[config.mk]
export PLATFORM = sky130hd
export DESIGN_NAME = seq_det_ctrl
export DESIGN_NICKNAME = d
export VERILOG_FILES = /design/src/rtl/seq_det_pkg.sv /design/src/rtl/seq_det_match.sv /design/src/rtl/seq_det_ctrl.sv
export SDC_FILE = /design/constraint.sdc
export NUM_CORES = 1
export LEC_CHECK = 0
export CAP_MARGIN = 15
export CORE_MARGIN = 4
export CORE_UTILIZATION = 40
export DETAILED_ROUTE_END_ITERATION = 12
export GPL_ROUTABILITY_DRIVEN = 1
export PLACE_DENSITY = 0.68
export SYNTH_ARGS = -nofsm -noshare
export SYNTH_HDL_FRONTEND = slang
export SYNTH_SLANG_ARGS = --single-unit
[constraint.sdc]
create_clock -name clk -period 4.65 [get_ports clk]
set_input_delay 0.93 -clock clk [delete_from_list [all_inputs] [get_ports clk]]
set_output_delay 0.93 -clock clk [all_outputs]
set_load 0.1 [all_outputs]
[src/rtl/seq_det_pkg.sv]
// seq_det_pkg
//   Shared definitions for the serial pattern detection controller:
//   FSM state encoding, state width and default parameter values.
//   Also holds a small helper that decides whether a configured pattern length is legal.

package seq_det_pkg;

  localparam int ST_W      = 2;
  localparam int DEF_PAT_W = 8;
  localparam int DEF_LEN_W = 4;
  localparam int DEF_CNT_W = 8;
  localparam int DEF_TMO_W = 16;

  typedef enum logic [ST_W-1:0] {
    ST_IDLE  = 2'b00,
    ST_READY = 2'b01,
    ST_ARMED = 2'b10
  } state_e;

  // A length is usable when it selects at least one bit and no more than the
  // matcher can hold.
  function automatic logic len_legal(input int unsigned len, input int unsigned max_len);
    return (len != 0) && (len <= max_len);
  endfunction

endpackage

[src/rtl/seq_det_match.sv]
// seq_det_match
//   Bit-serial pattern matcher.
//   Keeps a shift history and a fill count. It compares the newest len bits
//   against the low len bits of the pattern.
// Ports
//   clk, reset : clock, synchronous active-high reset
//   shift_en   : accept xbit this cycle
//   xbit       : incoming serial bit (becomes hist[0])
//   clear      : drop history and fill (used on arm)
//   len        : active pattern length, 1..PAT_W
//   pattern    : pattern, bit [len-1] is the first bit received
//   overlap    : 1 = keep fill after a hit, 0 = restart fill after a hit
//   hit        : combinational, high when the bit being shifted completes a match

module seq_det_match
  import seq_det_pkg::*;
#(
  parameter int PAT_W = DEF_PAT_W,
  parameter int LEN_W = DEF_LEN_W
) (
  input  logic             clk,
  input  logic             reset,
  input  logic             shift_en,
  input  logic             xbit,
  input  logic             clear,
  input  logic [LEN_W-1:0] len,
  input  logic [PAT_W-1:0] pattern,
  input  logic             overlap,
  output logic             hit
);

  logic [PAT_W-1:0] hist;
  logic [PAT_W-1:0] hist_new;
  logic [PAT_W-1:0] mask;
  logic [LEN_W-1:0] fill;
  logic [LEN_W-1:0] fill_inc;

  assign hist_new = {hist[PAT_W-2:0], xbit};
  // len == PAT_W shifts every one out, leaving a full mask.
  assign mask     = ~({PAT_W{1'b1}} << len);
  // Saturate at len. The >= also covers a fill left over from a longer, older config.
  assign fill_inc = (fill >= len) ? len : fill + LEN_W'(1);

  assign hit = shift_en && (fill_inc == len) && ((hist_new & mask) == (pattern & mask));

  always_ff @(posedge clk) begin
    if (reset) begin
      hist <= '0;
      fill <= '0;
    end else if (clear) begin
      hist <= '0;
      fill <= '0;
    end else if (shift_en) begin
      hist <= hist_new;
      fill <= (hit && !overlap) ? '0 : fill_inc;
    end
  end

endmodule

[src/rtl/seq_det_ctrl.sv]
// seq_det_ctrl
//   Runtime-configured serial pattern detection controller.
//   Contains the configuration registers, the IDLE/READY/ARMED FSM, the
//   saturating match counter and an optional no-match timeout.
//   Optional feature macro: SEQ_DET_TIMEOUT_EN.
//   When it is not defined, timeout is tied 0 and tmo_limit is ignored.
//
//   state | meaning
//   IDLE  | no valid config stored; arm is ignored
//   READY | config stored; may reconfigure or arm
//   ARMED | bits accepted and matched; config locked
//
// Ports
//   clk, reset        : clock, synchronous active-high reset
//   cfg_load          : latch cfg_pattern/cfg_len/cfg_overlap (if legal)
//   cfg_pattern/len   : pattern and its length (1..PAT_W)
//   cfg_overlap       : allow overlapping matches
//   arm / disarm      : start / stop detection (disarm wins when both are set)
//   tmo_limit         : non-matching bits before auto-disarm, 0 = off
//   xin_valid, xin    : serial bit stream; xin_ready high only while ARMED
//   match             : one-cycle pulse per detected pattern
//   match_cnt         : matches since last arm, saturating
//   cfg_err           : one-cycle pulse for an illegal or rejected load
//   timeout           : one-cycle pulse on auto-disarm
//   state             : current FSM state

module seq_det_ctrl
  import seq_det_pkg::*;
#(
  parameter int PAT_W = DEF_PAT_W,
  parameter int LEN_W = DEF_LEN_W,
  parameter int CNT_W = DEF_CNT_W,
  parameter int TMO_W = DEF_TMO_W
) (
  input  logic             clk,
  input  logic             reset,
  input  logic             cfg_load,
  input  logic [PAT_W-1:0] cfg_pattern,
  input  logic [LEN_W-1:0] cfg_len,
  input  logic             cfg_overlap,
  input  logic             arm,
  input  logic             disarm,
  input  logic [TMO_W-1:0] tmo_limit,
  input  logic             xin_valid,
  input  logic             xin,
  output logic             xin_ready,
  output logic             match,
  output logic [CNT_W-1:0] match_cnt,
  output logic             cfg_err,
  output logic             timeout,
  output logic [ST_W-1:0]  state
);

  state_e           state_q, state_d;
  logic [PAT_W-1:0] pat_q;
  logic [LEN_W-1:0] len_q;
  logic             ovl_q;

  logic cfg_ok;
  logic cfg_we;
  logic cfg_err_d;
  logic arm_go;
  logic accept;
  logic hit;
  logic tmo_fire;

  assign cfg_ok    = len_legal(int'(cfg_len), PAT_W);
  assign accept    = xin_valid && (state_q == ST_ARMED);
  assign xin_ready = (state_q == ST_ARMED);
  assign state     = state_q;

  always_comb begin
    state_d   = state_q;
    cfg_we    = 1'b0;
    cfg_err_d = 1'b0;
    arm_go    = 1'b0;
    case (state_q)
      ST_IDLE: begin
        if (cfg_load) begin
          if (cfg_ok) begin
            cfg_we  = 1'b1;
            state_d = ST_READY;
          end else begin
            cfg_err_d = 1'b1;
          end
        end
      end
      ST_READY: begin
        // A load in the same cycle as arm takes priority; the arm is dropped.
        if (cfg_load) begin
          if (cfg_ok) cfg_we = 1'b1;
          else        cfg_err_d = 1'b1;
        end else if (arm && !disarm) begin
          arm_go  = 1'b1;
          state_d = ST_ARMED;
        end
      end
      ST_ARMED: begin
        if (cfg_load) cfg_err_d = 1'b1;
        if (disarm || tmo_fire) state_d = ST_READY;
      end
      default: state_d = ST_IDLE;
    endcase
  end

  always_ff @(posedge clk) begin
    if (reset) begin
      state_q   <= ST_IDLE;
      pat_q     <= '0;
      len_q     <= '0;
      ovl_q     <= 1'b0;
      match     <= 1'b0;
      match_cnt <= '0;
      cfg_err   <= 1'b0;
      timeout   <= 1'b0;
    end else begin
      state_q <= state_d;
      if (cfg_we) begin
        pat_q <= cfg_pattern;
        len_q <= cfg_len;
        ovl_q <= cfg_overlap;
      end
      cfg_err <= cfg_err_d;
      match   <= hit;
      timeout <= tmo_fire;
      if (arm_go)
        match_cnt <= '0;
      else if (hit && (match_cnt != {CNT_W{1'b1}}))
        match_cnt <= match_cnt + CNT_W'(1);
    end
  end

  seq_det_match #(
    .PAT_W (PAT_W),
    .LEN_W (LEN_W)
  ) u_match (
    .clk      (clk),
    .reset    (reset),
    .shift_en (accept),
    .xbit     (xin),
    .clear    (arm_go),
    .len      (len_q),
    .pattern  (pat_q),
    .overlap  (ovl_q),
    .hit      (hit)
  );

`ifdef SEQ_DET_TIMEOUT_EN
  logic [TMO_W-1:0] tmo_cnt;
  logic [TMO_W-1:0] tmo_next;

  assign tmo_next = tmo_cnt + TMO_W'(1);
  // The >= keeps the limit effective if it is lowered below a count already reached.
  assign tmo_fire = accept && !hit && (tmo_limit != '0) && (tmo_next >= tmo_limit);

  always_ff @(posedge clk) begin
    if (reset)
      tmo_cnt <= '0;
    else if (arm_go || (accept && hit))
      tmo_cnt <= '0;
    else if (accept)
      tmo_cnt <= tmo_next;
  end
`else
  logic unused_tmo;
  assign tmo_fire   = 1'b0;
  assign unused_tmo = ^tmo_limit;
`endif

endmodule

==> impl_metrics.tcl, run 1 <==
set metrics [dict create \
    outcome "finished, final reports clean" \
    htreeDepth 2 \
    port_buffers 32 \
    gp_congestion 0.792 \
    worstPathArrival_ps 2150 \
    synth_nets 254 \
    finalClockSkew_ps 3.65 \
    synth.distinct_cells 48 \
    synth-simple-area-share_pct 19.0 \
    slowest_delay_ps 1170 \
    synth-seq-cells 36 \
    wl_per_cell_um 13.0 \
    relSlewSlack_pct 34.4 \
    viasPerCell 5.32 \
    ys_warn_count 0 \
    dr_total_vias 1560 \
    cp_slowest_cell "clkdlybuf4s50_1" \
    min_period_over_period_pct 66.1 \
    power.density_nw_per_um2 281 \
    cts-buffers-inserted 5 \
    grt_max_degree 20 \
    synth_flop_cell "dfxtp_1" \
    endpoint_kind "primary output" \
    initial_utilization_pct 42.3 \
    vdd_drop_max_mv 0.162 \
    synthCells 212 \
    cts_tree "done" \
    synthArstFlopShare_pct 0 \
    p_leak_nw 0.946 \
    max_cap_viol_count 0 \
    rows 24 \
    dieArea_um2 5890 \
    finalSetupViolations 0 \
    core_area_um2 4470 \
    timing.final.max_slew_violations 0 \
    totalWireLength_um 3810 \
    synth_top_family_by_area "simple AND/OR/NAND/NOR gates" \
    postCtsHoldBufs 0 \
    criticalPathCategory "reg -> out" \
    period_needed_ps 3080 \
    worstPathCellList "and2b_1, clkdlybuf4s50_1" \
    grt_use_total_pct 13.0 \
    fp.dieW_um 76.8 \
    fmax_mhz 325 \
    critPathMaxFanout 7 \
    rsz0062_at_grt "false" \
    diodes 0 \
    cts_buffer_depth 2 \
    cp.required_ps 3720 \
    drive_above_1_share_pct 6.22 \
    synthMuxAreaShare_pct 12.2 \
    hpwl_um 2790 \
    syn_to_final_growth_pct 22.9 \
    synthAdderAreaFrac_pct 3.97 \
    dr.pass1.iters 4 \
    nets 283 \
    ctsResizeCount 0 \
    cp-start-kind "flip-flop" \
    cts_setup_buffers 0 \
    synthXorXnorAreaFrac_pct 6.02 \
    syn_area_um2 1890 \
    ios 50 \
    utilization_pct 51.9 \
    clock-sinks 36 \
    hp-class "reg -> reg" \
    grt_pass1_wl_um 6130 \
    setup_tns_ps 0 \
    synth_enable_flop_cells 0 \
    route.detailed.drc 0 \
    hold_viol_final 0 \
    die_h_um 76.8 \
    clkLatencyLatePin_ps 280 \
    overflow 0 \
    seq_area_frac_synth_pct 38.1 \
    grt_pass1_vias 1351 \
    ant_nets 0 \
    clkSlewWorstSetupHoldPaths_ps 70 \
    syn_avg_cell_area_um2 8.92 \
    tightest_slew_ps 980 \
    cts_root_buffer "clkbuf_8" \
    antenna_found_initial 0 \
    drt-initial-drc-count 158 \
    synth_compound_area_share_pct 15.9 \
]
==> power breakdown <==
part / total [mW] / switching (mW) / internal, mW
Sequential: 0.325 / 0.00858 / 0.316
Clock: 0.234 / 0.102 / 0.132
Combinational: 0.0932 / 0.0516 / 0.0416
Total: 0.652 / 0.162 / 0.490
==> metrics by stage <==
stage | total power [mW] | hold WS, ps | instances | worst slack, ps | area, µm²
2_1_floorplan | 0.397 | 469 | 212 | 1220 | 1890
3_3_place_gp | 0.425 | 478 | 286 | 1610 | 2230
3_5_place_dp | 0.425 | 489 | 286 | 1620 | 2230
4_1_cts | 0.665 | 500 | 293 | 1560 | 2320
5_1_grt | 0.682 | 542 | 293 | 1510 | 2320
6_report | 0.652 | 497 | 293 | 1570 | 2320
==> cell families (layout without fill, tap and decap cells) <==
kind of cell             count (synthesis)  count (layout)
AO/OA/AOI/OAI                           42              42
XOR/XNOR                                13              13
adder cells (fa/ha/maj)                  6               6
buffers and inverters                   19              48
flip-flops                              36              36
multiplexers                            23              23
other                                    1               1
AND/OR/NAND/NOR                         72              72
==> worst max-delay path: cells and delay by family (launching register included) <==
kind / cells / cell delay (ps)
flops: 1 / 440
buf+inv: 1 / 1170
simple gates: 1 / 250
==> layout make-up <==
| class | instances | area (µm²) |
|---|---|---|
| Clock buffer | 7 | 96.3 |
| Fill cell | 411 | 2150 |
| Inverter | 8 | 30.0 |
| Multi-Input combinational cell | 157 | 1080 |
| Sequential cell | 36 | 721 |
| Tap cell | 52 | 65.1 |
| Timing Repair Buffer | 33 | 328 |
==> state kept, by name, summed over array words and instances, names as in the netlist <==
signal / cells
cfg_err: 1
ovl_q: 1
u_match.hist: 7
match: 1
pat_q: 8
match_cnt: 8
state: 2
len_q: 4
u_match.fill: 4
==> cell usage in the layout (no fill, tap or decap), types with 2 or more instances in the layout <==
cell             instances
dfxtp_1                 36
clkdlybuf4s50_1         32
nor2_1                  27
mux2i_1                 23
a21oi_1                 14
nand2_1                 10
inv_1                    8
xor2_1                   8
nand3_1                  7
clkbuf_8                 7
o21ai_0                  6
ha_1                     6
xnor2_1                  5
nand2b_1                 3
nor3b_1                  3
and3_1                   3
nor3_1                   3
o31ai_1                  3
a211oi_1                 2
nor4_1                   2
or3_1                    2
a31oi_1                  2
and2_1                   2
or4_1                    2
nand4_1                  2
o211ai_1                 2
==> path summary, 6_finish.rpt <==
check	startpoint	endpoint	cells after the start	slack (ps)
setup / recovery	state[1]	xin_ready	2	1570
hold / removal	match_cnt[6]	match_cnt[6]	2	500
setup reg to reg	len_q[3]	match_cnt[4]	7	2130
hold reg to reg	match_cnt[6]	match_cnt[6]	2	500
==> cells in the mapped netlist (all sizes together), types with 3 or more instances <==
master,count,area share [%]
dfxtp,36,38
nor2,27,5.4
mux2i,23,12
a21oi,14,3.7
nand2,11,2.3
inv,8,1.6
xor2,8,3.7
nand3,7,1.9
o21ai,7,2.1
clkbuf,6,1.2
ha,6,4.0
buf,5,1.8
xnor2,5,2.3
nor3,4,1.3
a211oi,3,1.5
and3,3,0.99
nand2b,3,0.99
nor3b,3,1.2
o31ai,3,1.2
==> per-layer routing <==
| metal | GRT usage, % | vias to the layer above | share of wire, % |
|---|---|---|---|
| met3 | 3.86 | 5 | 4.3 |
| met4 | 5.98 | 0 | 1.4 |
| li1 | - | 811 | - |
| met1 | 15.4 | 712 | 47 |
| met2 | 21.4 | 32 | 47 |
| met5 | 0 | - | 0 |
No activity file was read; power rests on OpenSTA's default activity.
==> run 2: changes to the inputs <==
Clock period 4.65 ns to 3.01 ns, I/O delays scaled along.
==> impl_metrics.tcl, run 2 (same netlist as run 1, synthesis figures left out) <==
set metrics [dict create \
    worstPathArrival_ps 2650 \
    core_area_um2 4470 \
    wl_per_cell_um 13.5 \
    cp-start-kind "flip-flop" \
    ctsResizeCount 0 \
    whs_path_depth 2 \
    multi_input_area_um2 1080 \
    critPathMaxFanout 16 \
    cts_setup_buffers 0 \
    route.detailed.drc 0 \
    timing.final.max_slew_violations 0 \
    criticalPathCategory "reg -> reg" \
    ios 50 \
    min_from "match_cnt[4]" \
    n_fill_cell 434 \
    regArea_um2 722 \
    fmax_mhz 413 \
    grt_use_total_pct 14.0 \
    cts_tree "done" \
    clkLatencyLatePin_ps 290 \
    rsz0062_at_grt "false" \
    r2r_start "u_match.fill[0]" \
    finalWorstSetupSlack_ps 589 \
    outcome "finished, final reports clean" \
    r2r_setup_slack_ps 590 \
    grt_pass1_vias 1497 \
    syn_to_final_growth_pct 22.7 \
    endpoint_kind "flip-flop" \
    gp_congestion 0.801 \
    grt_pass1_wl_um 6720 \
    hold_viol_final 0 \
    overflow 0 \
    dr.pass1.iters 4 \
    dieArea_um2 5890 \
    ant_nets 0 \
    vdd_drop_max_mv 0.272 \
    drt-initial-drc-count 85 \
    p_leak_nw 0.991 \
    power.density_nw_per_um2 433 \
    dr_total_vias 1594 \
    holdPathEnd "match_cnt[4]" \
    hpwl_um 3050 \
    totalWireLength_um 4030 \
    ff2ff_path_depth 7 \
    diodes 0 \
    hp-class "reg -> reg" \
    cts-buffers-inserted 5 \
    finalClockSkew_ps 6.78 \
    clock-sinks 36 \
    die_h_um 76.8 \
    nets 287 \
    fp.dieW_um 76.8 \
    antenna_found_initial 0 \
    cp.required_ps 3230 \
    max_cap_viol_count 0 \
    min_period_over_period_pct 80.4 \
    reg2reg_to "match_cnt[3]" \
    htreeDepth 2 \
    port_buffers 32 \
    drive_above_1_share_pct 14.2 \
    grt_max_degree 19 \
    viasPerCell 5.35 \
    clkSlewWorstSetupHoldPaths_ps 70 \
    place_worst_setup_slack_ps 297 \
    rows 24 \
    final_cell_mix "35 x dfxtp_1, 27 x nor2_1, 23 x mux2i_1" \
    period_needed_ps 2420 \
    cts_buffer_depth 2 \
    final_common_cell "dfxtp_1" \
    top_regs "match_cnt: 8 flops, pat_q: 8 flops, u_match.hist: 7 flops" \
    initial_utilization_pct 42.3 \
    cts_root_buffer "clkbuf_8" \
    postCtsHoldBufs 0 \
    finalSetupViolations 0 \
    setup_tns_ps 0 \
]
==> run 2: changes by cell type in the layout (fill, tap and decap cells not counted), sizes merged <==
cell	previous run	this run
clkdlybuf4s50	32	19
buf	1	18
clkbuf	7	6
clkinv	0	2
==> run 2: power breakdown <==
part | switching (mW) | leakage (nW) | internal [mW] | total, mW
Combinational | 0.0818 | 0.648 | 0.0677 | 0.150
Sequential | 0.0135 | 0.292 | 0.488 | 0.502
Clock | 0.172 | 0.0510 | 0.183 | 0.354
==> run 2: metrics by stage <==
stage          hold slack [ps]  power [mW]  cells  area [µm²]  util [%]
2_1_floorplan              469       0.613    212        1890         -
3_3_place_gp               479       0.661    290        2230      49.8
3_5_place_dp               487       0.663    290        2230      49.8
4_1_cts                    497        1.02    298        2320      51.8
5_1_grt                    523        1.05    298        2320      51.8
6_report                   496        1.01    298        2320      51.8
==> run 2: worst max-delay path by stage <==
stage                               to            start  slack, ps
final                     match_cnt[3]  u_match.fill[0]        590
after detailed placement  match_cnt[3]              xin        300
after floorplan           match_cnt[3]         state[0]        210
after global routing      match_cnt[3]              xin        460
after CTS                 match_cnt[3]  u_match.fill[0]        600
after global placement    match_cnt[3]              xin        320
==> run 2: metal layers <==
| layer | wire length, µm | vias to the layer above | part of all wire [%] | global-route usage, % |
|---|---|---|---|---|
| met5 | 0 | - | 0 | 0 |
| met4 | 83 | 0 | 2.1 | 7.07 |
| met3 | 127 | 8 | 3.1 | 2.81 |
| met2 | 1940 | 31 | 48 | 23.2 |
| met1 | 1890 | 733 | 47 | 17.2 |
| li1 | - | 822 | - | - |
==> run 2: critical path: stages (launching register included) <==
cell and delay [ps]:
dfxtp_1 460, ha_1 250, xnor2_1 110, a221o_1 320, nor3_2 240, o2111ai_4 270, or4_1 570, a21oi_1 140
==> run 2: cell type report <==
| cell class | instances | area share (%) |
|---|---|---|
| Inverter | 8 | 1.29 |
| Clock buffer | 6 | 3.56 |
| Timing Repair Buffer | 37 | 14.0 |
| Clock inverter | 2 | 0.432 |
| Tap cell | 52 | 2.80 |
| Sequential cell | 36 | 31.1 |
| Multi-Input combinational cell | 157 | 46.8 |
